$ cat src/rtl/product_accumulator_if.sv
// Product hand-off bus between the upstream multiplier side (master) and the
// product accumulator (slave). ACC_W must match the accumulator it connects to.
interface product_accumulator_if #(
  parameter int ACC_W = 16
);
  logic             start;
  logic [7:0]       P;
  logic             P_valid;
  logic             P_ready;
  logic             Ack;
  logic [ACC_W-1:0] Acc;
  logic             Done;
  logic             Ovf;
  logic             Busy;

  modport master (
    output start, P, P_valid, Ack,
    input  P_ready, Acc, Done, Ovf, Busy
  );

  modport slave (
    input  start, P, P_valid, Ack,
    output P_ready, Acc, Done, Ovf, Busy
  );
endinterface

$ cat src/rtl/product_accumulator.sv
// Sums N_TERMS 8-bit products per job into an ACC_W-bit register and holds the result until Ack.
// Saturating by default; define ACC_WRAP_EN for modulo-2^ACC_W wrap with carry-out overflow flag.
module product_accumulator #(
  parameter int ACC_W   = 16,
  parameter int N_TERMS = 4
) (
  input  logic                        clk,
  input  logic                        rst,
  product_accumulator_if.slave        bus,
  output logic [1:0]                  dbg_state
);

  typedef enum logic [1:0] {
    IDLE  = 2'd0,
    ACCUM = 2'd1,
    HOLD  = 2'd2
  } state_t;

  localparam logic [7:0] LAST_CNT = 8'(N_TERMS - 1);

  state_t           state;
  logic [ACC_W-1:0] acc;
  logic             ovf;
  logic             p_ready;
  logic             done;
  logic             busy;
  logic [7:0]       cnt;
  logic [ACC_W:0]   sum;
  logic             take;

  // Handshake: a product transfers on any rising edge where P_valid and
  // P_ready are both high; P_ready is registered and high only in ACCUM, so
  // no input reaches an output combinationally.
  assign take = bus.P_valid && p_ready;
  assign sum  = {1'b0, acc} + {{(ACC_W-7){1'b0}}, bus.P};

  always_ff @(posedge clk) begin
    if (rst) begin
      state   <= IDLE;
      acc     <= '0;
      ovf     <= 1'b0;
      p_ready <= 1'b0;
      done    <= 1'b0;
      busy    <= 1'b0;
      cnt     <= '0;
    end else begin
      case (state)
        IDLE: begin
          if (bus.start) begin
            state   <= ACCUM;
            acc     <= '0;
            ovf     <= 1'b0;
            cnt     <= '0;
            p_ready <= 1'b1;
            busy    <= 1'b1;
          end
        end
        ACCUM: begin
          if (take) begin
`ifdef ACC_WRAP_EN
            acc <= sum[ACC_W-1:0];
            if (sum[ACC_W]) ovf <= 1'b1;
`else
            // Carry-out means the true sum exceeds the register; clamp at all-ones.
            if (sum[ACC_W]) begin
              acc <= '1;
              ovf <= 1'b1;
            end else begin
              acc <= sum[ACC_W-1:0];
            end
`endif
            cnt <= cnt + 8'd1;
            if (cnt == LAST_CNT) begin
              state   <= HOLD;
              p_ready <= 1'b0;
              done    <= 1'b1;
            end
          end
        end
        HOLD: begin
          if (bus.Ack) begin
            state <= IDLE;
            done  <= 1'b0;
            busy  <= 1'b0;
          end
        end
        default: begin
          state   <= IDLE;
          p_ready <= 1'b0;
          done    <= 1'b0;
          busy    <= 1'b0;
        end
      endcase
    end
  end

  assign bus.P_ready = p_ready;
  assign bus.Acc     = acc;
  assign bus.Done    = done;
  assign bus.Ovf     = ovf;
  assign bus.Busy    = busy;
  assign dbg_state   = state;

endmodule

$ cat src/flat_wrapper.sv
// flat-port wrapper written by rule: the top's interface ports become plain ports
module product_accumulator_flat 
#(
  parameter int ACC_W   = 16,
  parameter int N_TERMS = 4
)
  (clk, rst, dbg_state, bus_start, bus_P, bus_P_valid, bus_Ack, bus_P_ready, bus_Acc, bus_Done, bus_Ovf, bus_Busy);
  product_accumulator_if #(.ACC_W(ACC_W)) bus_i ();
  input  logic clk;
  input  logic rst;
  output logic [1:0] dbg_state;
  input wire logic [$bits(bus_i.start)-1:0] bus_start;
  input wire logic [$bits(bus_i.P)-1:0] bus_P;
  input wire logic [$bits(bus_i.P_valid)-1:0] bus_P_valid;
  input wire logic [$bits(bus_i.Ack)-1:0] bus_Ack;
  output wire logic [$bits(bus_i.P_ready)-1:0] bus_P_ready;
  output wire logic [$bits(bus_i.Acc)-1:0] bus_Acc;
  output wire logic [$bits(bus_i.Done)-1:0] bus_Done;
  output wire logic [$bits(bus_i.Ovf)-1:0] bus_Ovf;
  output wire logic [$bits(bus_i.Busy)-1:0] bus_Busy;
  assign bus_i.start = bus_start;
  assign bus_i.P = bus_P;
  assign bus_i.P_valid = bus_P_valid;
  assign bus_i.Ack = bus_Ack;
  assign bus_P_ready = bus_i.P_ready;
  assign bus_Acc = bus_i.Acc;
  assign bus_Done = bus_i.Done;
  assign bus_Ovf = bus_i.Ovf;
  assign bus_Busy = bus_i.Busy;
  product_accumulator #(.ACC_W(ACC_W), .N_TERMS(N_TERMS)) u_core (.clk(clk), .rst(rst), .bus(bus_i), .dbg_state(dbg_state));
endmodule
$ cat config.mk
export PLATFORM = sky130hd
export DESIGN_NAME = product_accumulator_flat
export DESIGN_NICKNAME = d
export VERILOG_FILES = /design/src/rtl/product_accumulator_if.sv /design/src/rtl/product_accumulator.sv /design/src/flat_wrapper.sv
export SDC_FILE = /design/constraint.sdc
export NUM_CORES = 1
export LEC_CHECK = 0
export CAP_MARGIN = 10
export CORE_MARGIN = 5
export CORE_UTILIZATION = 49
export CTS_BUF_LIST = sky130_fd_sc_hd__clkbuf_4 sky130_fd_sc_hd__clkbuf_8
export CTS_CLUSTER_DIAMETER = 120
export DETAILED_ROUTE_END_ITERATION = 16
export PLACE_DENSITY = 0.79
export SLEW_MARGIN = 20
export SYNTH_ARGS = -nofsm -noshare
export SYNTH_HDL_FRONTEND = slang
export SYNTH_SLANG_ARGS = --single-unit
$ cat constraint.sdc
create_clock -name clk -period 1.9 [get_ports clk]
set_clock_uncertainty 0.2 [all_clocks]
set_input_delay 0.19 -clock clk [delete_from_list [all_inputs] [get_ports clk]]
set_output_delay 0.19 -clock clk [all_outputs]
set_load 0.01 [all_outputs]
==> metrics.md <==
| Metric | Value |
|---|---|
| Via Count | 2148 |
| Drt pass-1 iters | 7 |
| Cell family with most CP delay | simple AND/OR/NAND/NOR gates |
| Crit-path max cell delay | 0.40 ns |
| Number of synthesized flops with an enable pin | 0 |
| Ys Warns | 0 |
| PortBufs | 34 |
| Register area share after synthesis | 0.323 |
| Logic pwr share | 0.184 |
| Max Root-Sink Buffers | 2 |
| R2R setup slack | -0.13 ns |
| Switch Pwr | 0.000421 W |
| CTS Root Cell | clkbuf_8 |
| Antenna cell count | 0 |
| Net Sw Frac | 0.265 |
| Clock power frac | 0.407 |
| I/O pin cnt | 35 |
| Die Height | 71.6 um |
| Hold Buf Count CTS | 0 |
| Vias per cell | 6.14 |
| Fin worst setup slack | -0.128 ns |
| Final Power | 0.00159 W |
| Worst path bufs/invs | 0 |
| H-Tree Depth | 2 |
| Worst Setup Start Kind | flop |
| CTS buffer count | 5 |
| Pleak | 1.22 nW |
| CP max stage cell | fa_2 |
| GPL Wtd Cong | 0.830 |
| Iteration-0 DRC Markers | 199 |
| Post-Synthesis Cells | 209 |
| Die Area | 5120 um2 |
| Initial Util | 0.507 |
| NumNets Final | 324 |
| Vias in the first global route | 2037 |
| Pin count of the biggest net entering global routing | 12 |
| Final WL | 6800 um |
| Post-route DRC violation count | 0 |
| Outcome | complete, but fails checks |
| Total gr overflow | 0 |
| CTS Sinks | 30 |
| Post-Synth Simple-Gate Area | 0.223 |
| Netlist cell types | 57 |
| Share of flip-flops with an asynchronous set or reset | 0 |
| Tot GR Track Use | 0.233 |
| Post-route ant nets | 0 |
| Max_slew headroom | 0.735 |
| Req. time, crit path | 1.86 ns |
| Crit-path cells | ha_4, fa_2, nand3_4, a21oi_4, or2_4, nor4b_4, nor3_2 |
| First-pass GRT wire length | 9450 um |
| Compound-Gate Fraction of Synth Area | 0.276 |
| Initial antenna violation count | 0 |
| Sequential Power Share | 0.409 |
| Pint | 0.00117 W |
| Setup TNS | -1.11 ns |
| CTS tree | yes |
| VDD IR max | 0.537 mV |
| Worst EP arrival | 1.99 ns |
| Ys flop type | dfxtp_1 |
| HPWL Detailed | 3940 um |
| Post-Synth Adder-Cell Area | 0.0714 |
| Final Hold Fails | 0 |
| Clk pin slew, worst setup/hold paths | 0.06 ns |
| Final cell count without fillers | 350 |
| #FFs+latches synth | 30 |
| XOR/XNOR Fraction of Synth Area | 0.0519 |
| Failing checks | setup timing |
| Final Slew Violations | 0 |
| Critical Path Fanout Max | 6 |
| RSZ-0062 raised after global routing | true |
| Skew-Pair Late Insertion Delay | 0.29 ns |
| Power Density | 518 nW/um2 |
| Die X | 71.6 um |
| Min Tclk post-route | 2.03 ns |
| Period utilization | 1.07 |
| Max-cap violations | 0 |
| Syn_area_per_cell | 8.88 um2 |
| Fin area | 3070 um2 |
| WS Path Type | reg -> reg |
| DP Area | 2670 um2 |
| Slew @ Worst Pin | 0.398 ns |
| Fmax achieved | 493 MHz |
| Num rows | 22 |
| Core Area | 3660 um2 |
| Layout area overhead | 65.6% |
| Worst hold path class | in -> reg |
| Routed length per instance | 19.4 um |
| Setup violators final | 16 |
| Share of cells above drive strength 1 | 0.437 |
| Main combinational cell family by area after synthesis | compound AO/OA/AOI/OAI gates |
| Mapped Nets | 232 |
| Mux cell area share after synthesis | 0.0108 |
| Critical path capture point type | flop |
| Mapped cell area | 1860 um2 |
| Placed insts | 336 |
## state kept, by name, indices dropped and copies added, names as in the netlist
register            count
u_core.bus.Acc         16
u_core.bus.Busy         1
u_core.bus.Done         1
u_core.bus.Ovf          1
u_core.bus.P_ready      1
u_core.cnt              8
u_core.dbg_state        2
## power groups by stage
stage / Combinational [W] / Sequential, W / Clock (W)
after floorplan: 0.000121 / 0.000668 / 0
after global placement: 0.000235 / 0.000662 / 0
after detailed placement: 0.000240 / 0.000663 / 0
after CTS: 0.000260 / 0.000650 / 0.000643
after global routing: 0.000310 / 0.000651 / 0.000681
final: 0.000293 / 0.000650 / 0.000648
## layout make-up
cell class / count / area (um2)
Sequential cell: 30 / 613
Fill cell: 189 / 587
Timing Repair Buffer: 94 / 802
Clock buffer: 5 / 68.8
Multi-Input combinational cell: 167 / 1480
Inverter: 3 / 11.3
Tap cell: 48 / 60.1
Clock inverter: 3 / 40.0
## layer usage
layer  GRT usage  part of all wire
met1       0.301              0.42
met2       0.369              0.47
met3      0.0561             0.062
met4       0.100             0.045
met5           0                 0
## placed cells by master (no fill, tap or decap), types with 7 or more instances in the layout
cell type / count
nor2_1: 12
buf_4: 55
o21ai_2: 7
a21oi_1: 8
nand2_1: 23
dfxtp_1: 22
ha_4: 8
clkdlybuf4s50_1: 28
nand3_1: 8
xor2_1: 7
dfxtp_2: 7
## final timing paths
kind | startpoint | end | cells after the start
worst max-delay path | u_core.bus.Acc[0] | u_core.bus.Acc[15] | 7
worst max register to register | u_core.bus.Acc[0] | u_core.bus.Acc[15] | 7
worst min register to register | u_core.bus.Busy | u_core.bus.Busy | 2
worst min-delay path | bus_P[0] | u_core.bus.Acc[0] | 4
## Yosys cell counts (all sizes together), types with 2 or more instances
library cell	count	area [um2]
buf	7	60.1
and3	4	25.0
nand4	3	18.8
or3	2	12.5
o21ai	13	65.1
ha	9	113
nor3	4	30.0
nand2	26	97.6
nor2b	2	12.5
o2111ai	3	26.3
inv	3	11.3
a21o	7	56.3
a22o	3	26.3
xnor2	4	35.0
dfxtp	30	601
nor2	13	51.3
clkbuf	2	8.75
a31oi	3	18.8
a21oi	16	98.9
o21bai	3	26.3
a211oi	8	65.1
mux2i	2	20.0
nand3	11	65.1
xor2	7	61.3
o211ai	2	15.0
a311oi	2	17.5
nor4b	2	38.8
## stage by stage
step | worst slack (ns) | hold WS (ns) | utilization
after detailed placement | -0.543 | 0.264 | 0.729
after global placement | -0.489 | 0.254 | 0.729
after global routing | -0.168 | 0.225 | 0.840
after CTS | -0.0456 | 0.218 | 0.799
final | -0.128 | 0.210 | 0.840
after floorplan | -0.123 | 0.204 | -
## kinds of logic after synthesis
group,after synthesis
buffers and inverters,12
adder cells (fa/ha/maj),10
AO/OA/AOI/OAI,69
multiplexers,2
AND/OR/NAND/NOR,75
flip-flops,30
XOR/XNOR,11
## worst reg2reg max path, stage by stage, from the launching register on
cell and delay, ns:
dfxtp_2 0.33, ha_4 0.16, fa_2 0.40, nand3_4 0.12
a21oi_4 0.08, or2_4 0.28, nor4b_4 0.28, nor3_2 0.06
## repair_timing
action,in CTS,in global routing
setup buffers,3,3
gates resized for setup,37,28
pin swaps,19,23
setup endpoints to repair,18,18
(Power assumes the default switching activity.)
